`src/rtl/car_ctl.sv`:
```
// rtl/car_ctl.sv - sprite car controller: per-frame accelerate, steer and move sequence with wall clamping
// Optional build macro CAR_CTL_FRICTION_EN: coasting speed decays by one every fourth frame.
module car_ctl #(
  parameter int X_INIT    = 336,
  parameter int Y_INIT    = 236,
  parameter int X_MAX     = 672,
  parameter int Y_MAX     = 472,
  parameter int SPEED_MAX = 8
) (
  input  logic        pclk,
  input  logic        rst,
  input  logic        vsync_in,
  input  logic        key_up,
  input  logic        key_down,
  input  logic        key_left,
  input  logic        key_right,
  output logic [10:0] xpos,
  output logic [10:0] ypos,
  output logic [1:0]  rotation,
  output logic [3:0]  speed,
  output logic        update
);

  typedef enum logic [1:0] {IDLE, ACCEL, STEER, MOVE} state_t;

  localparam logic [3:0]         SpdMax = 4'(SPEED_MAX);
  localparam logic signed [11:0] XMax   = 12'(X_MAX);
  localparam logic signed [11:0] YMax   = 12'(Y_MAX);

  state_t             state_q, state_d;
  logic               vsync_prev_q, left_prev_q, right_prev_q;
  logic               pend_l_q, pend_l_d, pend_r_q, pend_r_d;
  logic [10:0]        xpos_q, xpos_d, ypos_q, ypos_d;
  logic [1:0]         rot_q, rot_d;
  logic [3:0]         speed_q, speed_d;
  logic               moved_q, update_q;
  logic               tick, left_edge, right_edge, friction;
  logic signed [11:0] step, x_try, y_try;

  assign tick       = vsync_in & ~vsync_prev_q;
  assign left_edge  = key_left & ~left_prev_q;
  assign right_edge = key_right & ~right_prev_q;

`ifdef CAR_CTL_FRICTION_EN
  logic [1:0] frame_cnt_q;

  always_ff @(posedge pclk or posedge rst) begin
    if (rst) begin
      frame_cnt_q <= 2'd0;
    end else if (tick) begin
      frame_cnt_q <= frame_cnt_q + 2'd1;
    end
  end

  assign friction = (frame_cnt_q == 2'd3);
`else
  assign friction = 1'b0;
`endif

  always_ff @(posedge pclk or posedge rst) begin
    if (rst) begin
      state_q      <= IDLE;
      vsync_prev_q <= 1'b0;
      left_prev_q  <= 1'b0;
      right_prev_q <= 1'b0;
      pend_l_q     <= 1'b0;
      pend_r_q     <= 1'b0;
      xpos_q       <= 11'(X_INIT);
      ypos_q       <= 11'(Y_INIT);
      rot_q        <= 2'b00;
      speed_q      <= 4'd0;
      moved_q      <= 1'b0;
      update_q     <= 1'b0;
    end else begin
      state_q      <= state_d;
      vsync_prev_q <= vsync_in;
      left_prev_q  <= key_left;
      right_prev_q <= key_right;
      pend_l_q     <= pend_l_d;
      pend_r_q     <= pend_r_d;
      xpos_q       <= xpos_d;
      ypos_q       <= ypos_d;
      rot_q        <= rot_d;
      speed_q      <= speed_d;
      // Position lands on the MOVE edge; the pulse follows one edge later.
      moved_q      <= (state_q == MOVE);
      update_q     <= moved_q;
    end
  end

  always_comb begin
    state_d  = state_q;
    pend_l_d = pend_l_q | left_edge;
    pend_r_d = pend_r_q | right_edge;
    xpos_d   = xpos_q;
    ypos_d   = ypos_q;
    rot_d    = rot_q;
    speed_d  = speed_q;
    step     = signed'({8'd0, speed_q});
    x_try    = signed'({1'b0, xpos_q});
    y_try    = signed'({1'b0, ypos_q});
    case (state_q)
      IDLE: begin
        if (tick) state_d = ACCEL;
      end
      ACCEL: begin
        state_d = STEER;
        if (key_up) begin
          if (speed_q < SpdMax) speed_d = speed_q + 4'd1;
        end else if (key_down) begin
          if (speed_q != 4'd0) speed_d = speed_q - 4'd1;
        end else if (friction && speed_q != 4'd0) begin
          speed_d = speed_q - 4'd1;
        end
      end
      STEER: begin
        state_d  = MOVE;
        // Edges arriving now belong to the next frame.
        pend_l_d = left_edge;
        pend_r_d = right_edge;
        if (pend_l_q && !pend_r_q)      rot_d = rot_q - 2'd1;
        else if (pend_r_q && !pend_l_q) rot_d = rot_q + 2'd1;
      end
      MOVE: begin
        state_d = IDLE;
        case (rot_q)
          2'b00:   y_try = y_try - step;
          2'b01:   x_try = x_try + step;
          2'b10:   y_try = y_try + step;
          default: x_try = x_try - step;
        endcase
        if (x_try < 12'sd0) begin
          xpos_d  = 11'd0;
          speed_d = 4'd0;
        end else if (x_try > XMax) begin
          xpos_d  = 11'(X_MAX);
          speed_d = 4'd0;
        end else begin
          xpos_d = x_try[10:0];
        end
        if (y_try < 12'sd0) begin
          ypos_d  = 11'd0;
          speed_d = 4'd0;
        end else if (y_try > YMax) begin
          ypos_d  = 11'(Y_MAX);
          speed_d = 4'd0;
        end else begin
          ypos_d = y_try[10:0];
        end
      end
      default: state_d = IDLE;
    endcase
  end

  assign xpos     = xpos_q;
  assign ypos     = ypos_q;
  assign rotation = rot_q;
  assign speed    = speed_q;
  assign update   = update_q;

endmodule
```
`config.mk`:
```
export PLATFORM = sky130hd
export DESIGN_NAME = car_ctl
export DESIGN_NICKNAME = d
export VERILOG_FILES = /design/src/rtl/car_ctl.sv
export SDC_FILE = /design/constraint.sdc
export NUM_CORES = 1
export LEC_CHECK = 0
export ABC_AREA = 1
export CORE_UTILIZATION = 57
export DETAILED_ROUTE_END_ITERATION = 10
export PLACE_DENSITY = 0.8
export SETUP_SLACK_MARGIN = 0.02
export SLEW_MARGIN = 20
export SYNTH_ARGS = -nofsm -noshare
export SYNTH_HDL_FRONTEND = slang
export SYNTH_SLANG_ARGS = --single-unit
```
`constraint.sdc`:
```
create_clock -name pclk -period 3.7 [get_ports pclk]
set_clock_uncertainty 0.05 [all_clocks]
set_input_delay 0.555 -clock pclk [delete_from_list [all_inputs] [get_ports pclk]]
set_output_delay 0.555 -clock pclk [all_outputs]
set_load 0.05 [all_outputs]
```
[Word level (Yosys, flattened, before mapping)]
Cells that the tools add are included.
Widths: inputs -> output; s select.
Operators by class
  $add $sub $neg: 8
  magnitude comparators: 5
  equal/unequal tests: 10
  multiplexer cells: 23
  bitwise gates (word level): 8
  reduce and logical (&&, ||, !) cells: 12
Operators with widths (count)
  $pmux 12 s2: 2
  $mux 11: 4
  $mux 4: 8
  $add 11x4->12: 2
  $lt 12x1->1 const B: 2
  $mux 12: 2
  $sub 11x4->12: 2
  $gt 12x10->1 const B: 1
  $gt 12x11->1 const B: 1
  $ne 3x3->1 const B: 3
  $pmux 2 s4: 1
  $pmux 4 s2: 1
  $eq 2x2->1 const B: 3
  $mux 2: 3
  $ne 5x1->1 const B: 1
  $reduce_and 5->1: 1
  $add 4x1->4 const B: 1
  $eq 2x1->1 const B: 2
  $logic_not 2->1: 2
  $lt 4x4->1 const B: 1
  $reduce_bool 2->1: 2
  $reduce_bool 4->1: 1
  $sub 4x1->4 const B: 1
  $and 1x1->1: 3
  other kinds (10): 16
Word-level totals
  bits in registers: 37
  input port bits: 7
  output and inout port bits: 29
  word-level logic and storage cells: 78

[Longest topological paths before layout]
  word-level depth: 10
  mapped depth: 24

[Worst setup path before layout]
OpenSTA, ideal clock, no wires.
  path kind: register -> register
  from: reg speed_q[0], in the netlist speed[0]
  to: reg speed_q[0], in the netlist speed[0]
  setup time: 0.120 ns
  data arrival time: 2.999 ns
  required time: 3.530 ns
  slack: 0.531 ns
  stages on the path, launching flop included: 20
  path buffers: 0
  cells stage by stage: dfrtp_1 > inv_1 > ha_1 > nand2_1 > nor2_1 > nor2_1 > ha_1 > a21oi_1 > o21a_1 > nand2_1 > nand2_1 > nand2_1 > nand2_1 > nand2_1 > a21oi_1 > a21oi_4 > nand2_4 > nand2_4 > nand2_1 > nand2_1
Between the ends
  word-level cells in the longest chain between the ends: 8
RTL lines
  start, declared: line 35  | logic [3:0] speed_q, speed_d;
  start signal, assigned: line 84  | speed_q <= speed_d;
  $sub 11x4->12 or $add 11x4->12 (tied branches): line 130, 128
  $pmux 12 s2: line 126  | case (rot_q)
  $mux 12: line 102  | case (state_q)
  $lt 12x1->1: line 132  | if (x_try < 12'sd0) begin
  $mux 4: line 132
  $mux 4: line 144  | end else if (y_try > YMax) begin
  $mux 4: line 141  | if (y_try < 12'sd0) begin
  $pmux 4 s2: line 102
Parallel ways exist; a longest one is shown, timed or not. The select of a mux whose other input is x is not followed.
A chain may end at the register's enable or synchronous reset.

[Worst setup path in the final report]
  from: reg rot_q[0], in the netlist rotation[0]
  to: reg speed_q[3], in the netlist speed[3]
Between the ends
  word-level cells in the longest chain between the ends: 9
RTL lines
  start, declared: line 34  | logic [1:0] rot_q, rot_d;
  start signal, assigned: line 83  | rot_q <= rot_d;
  $eq 2x2->1 or $logic_not 2->1 (tied branches): line 126
  $reduce_or 2->1 (no line)
  $pmux 12 s2: line 126
  $mux 12: line 102
  $lt 12x1->1: line 132
  $mux 4: line 132
  $mux 4: line 144
  $mux 4: line 141
  $pmux 4 s2: line 102
Parallel ways exist; a longest one is shown, timed or not. The select of a mux whose other input is x is not followed.

==> flow_metrics.env <==
export IMPL_die_area_sq_um=6180
export IMPL_synth_nets=536
export IMPL_required_ns=3.83
export IMPL_nNetsFinal=573
export IMPL_wl_per_cell_um=13.6
export IMPL_worstSetupEndpointType="flop"
export IMPL_clock_root_buffer="clkbuf_8"
export IMPL_hold_viol_final=0
export IMPL_portBuffers=35
export IMPL_drive_gt1_frac=0.0720
export IMPL_overflow=0
export IMPL_synth_area_sq_um=3340
export IMPL_syn_to_final_growth_pct=16.0
export IMPL_route_met3_wl_um=409
export IMPL_fin_crit_sh=0.913
export IMPL_drv_slew=0
export IMPL_start_util=0.600
export IMPL_maxSlewHeadroom=0.501
export IMPL_clk_latency_ns=0.29
export IMPL_worst_ep_arrival_time_ns=3.51
export IMPL_final_common_cell="nand2_1"
export IMPL_vias=3251
export IMPL_grt_pass1_vias=3024
export IMPL_tns_ns=0
export IMPL_hpwl_um=6060
export IMPL_gp_congestion=0.882
export IMPL_ys_seq_elements=37
export IMPL_final_cells=600
export IMPL_synthCells=490
export IMPL_cpMaxStageDelayCell="ha_1"
export IMPL_timing_hold_ws_ns=0.315
export IMPL_die_width_um=78.6
export IMPL_drc=0
export IMPL_viasPerCell=5.42
export IMPL_dr_wl_met2_um=3830
export IMPL_ys_warn_count=0
export IMPL_wirelength_um=8150
export IMPL_min_period_ns=3.38
export IMPL_routedLengthMet1_um=3800
export IMPL_core_area_sq_um=5570
export IMPL_cts_made_buffers=5
export IMPL_yosysSeqAreaShare=0.280
export IMPL_r2r_setup_slack_ns=0.32
export IMPL_syn_avg_cell_area_sq_um=6.83
export IMPL_clockBufferDepth=2
export IMPL_clk_pin_slew_ns=0.09
export IMPL_track_usage=0.283
export IMPL_drt_pass1_iter_count=5
export IMPL_cts_setup_buffers=0
export IMPL_crit_path_frequent_cell="nand2_1"
export IMPL_path_max_fanout=10
export IMPL_worstHoldPathType="flop to flop"
export IMPL_synth_area_leaders="dfrtp_1 (22%), nand2_1 (18%), ha_1 (13%)"
export IMPL_fp_row_count=27
export IMPL_htreeDepth=2
export IMPL_layout_common_cells="nand2_1 (161), inv_1 (74), ha_1 (36)"
export IMPL_startpoint_type="flop"
export IMPL_grt_pass1_wl_um=13700
export IMPL_grt_max_degree=38
export IMPL_multi_input_area_sq_um=2070
export IMPL_route_antenna_remaining_nets=0
export IMPL_antenna_found_initial=0
export IMPL_topRoutingLayerUsed="met4"
export IMPL_drt_iter0_drc=289
export IMPL_ioPinCount=36
export IMPL_cts_hold_buffers=0
export IMPL_finalSetupViolCount=0
export IMPL_fill_cells=479
export IMPL_path_class="flop to flop"
export IMPL_worstPathCellList="inv_1, ha_1, nand2_1, o21ai_0, inv_1, fa_1, inv_1, nand3_1, nand2_1, nand2_1, nand3_1, nand2_1, a21oi_1, nand4_2, nand3_2, nor2_4, nand2_4, nand2_4, nand2_1, nand2_1"
export IMPL_final_seq_area_sq_um=936
export IMPL_synth_cell_type_count=36
export IMPL_cts_num_sinks=37
export IMPL_worst_pin_slew_ns=0.741
export IMPL_dp_cells=592
export IMPL_fp_dieH_um=78.6
export IMPL_maxCapViolations=0
export IMPL_fmax_mhz=296
export IMPL_yosysTopAreaCellShare=0.217
export IMPL_n_antenna_cell=0
export IMPL_cpPeakStageDelay_ns=0.49
export IMPL_yosys_area_top_type="dfrtp_1"
export IMPL_status="complete, no violations"
export IMPL_cts_tree="yes"
export IMPL_rsz0062_at_grt="no"
==> critical path: cells and delay by family (launching register included) <==
kind,cells,cell delay [ns]
and+or+nand+nor,13,1.17
AOI/OAI and AO/OA,2,0.38
DFF,1,0.41
buffers and inverters,3,0.33
adders and majority gates,2,0.93
==> registers in the layout (all words and copies together), names as in the netlist <==
name          flops
ypos             11
state_q           2
xpos             11
moved_q           1
speed             4
right_prev_q      1
pend_l_q          1
vsync_prev_q      1
rotation          2
left_prev_q       1
pend_r_q          1
update            1
==> cell usage after synthesis <==
cell type	n
nand2_1	161
inv_1	74
ha_1	36
nor2_1	35
o21ai_0	32
nand3_1	30
dfrtp_1	29
a21oi_1	19
o22ai_1	9
dfstp_2	8
nand3b_1	7
nand4_1	7
clkbuf_1	4
buf_6	3
fa_1	3
nand2_2	3
o21ai_1	3
xnor2_1	3
xor2_1	3
a211oi_1	2
inv_2	2
nand2_4	2
nor2_4	2
a21boi_0	1
a21oi_4	1
buf_1	1
inv_4	1
nand3_2	1
nand3b_2	1
nand4_2	1
nor2_8	1
nor3_1	1
o21a_1	1
o21ai_2	1
or2_1	1
or2_4	1
==> layer usage <==
metal  vias to the layer above  track usage
met5                         -            0
met4                         0       0.0667
met3                        12       0.0430
li1                       1645            -
met1                      1493        0.388
met2                       101        0.468
==> metrics by stage <==
| stage | setup slack (ns) | utilization | instance area, sq um |
|---|---|---|---|
| after global placement | 0.420 | 0.674 | 3750 |
| final | 0.323 | 0.696 | 3880 |
| after CTS | 0.284 | 0.695 | 3870 |
| after global routing | 0.0219 | 0.696 | 3880 |
| after detailed placement | 0.348 | 0.674 | 3750 |
| after floorplan | 0.531 | - | 3340 |
==> cell families after synthesis <==
group           share of synthesized area
simple gates                        0.335
buf+inv                             0.103
compound gates                      0.114
fa+ha+maj                           0.153
flops                               0.280
xor+xnor                           0.0157
==> worst paths after layout <==
check / start / end / cells after the start
max in group asynchronous: rst / ypos[5] / 3
setup reg to reg: rotation[0] / speed[3] / 20
hold reg to reg: moved_q / update / 0
min in group asynchronous: rst / vsync_prev_q / 3
setup / recovery: rotation[0] / speed[3] / 20
hold / removal: moved_q / update / 0
==> repair_timing <==
| action | CTS | global route |
|---|---|---|
| gates resized for setup | 0 | 2 |
| setup endpoints to repair | 0 | 10 |
| endpoints found under the hold margin | 0 | 0 |
==> area by class of cell <==
type	instances	share of cell area
clock buffer	6	0.0213
sequential	37	0.241
multi-input combinational	368	0.533
clock inverter	2	0.00967
inverter	77	0.0751
tap	72	0.0232
timing repair buffer	38	0.0961
Power is not shown: default switching activity piles up to over one toggle a cycle in this logic, so the estimate is an artifact.
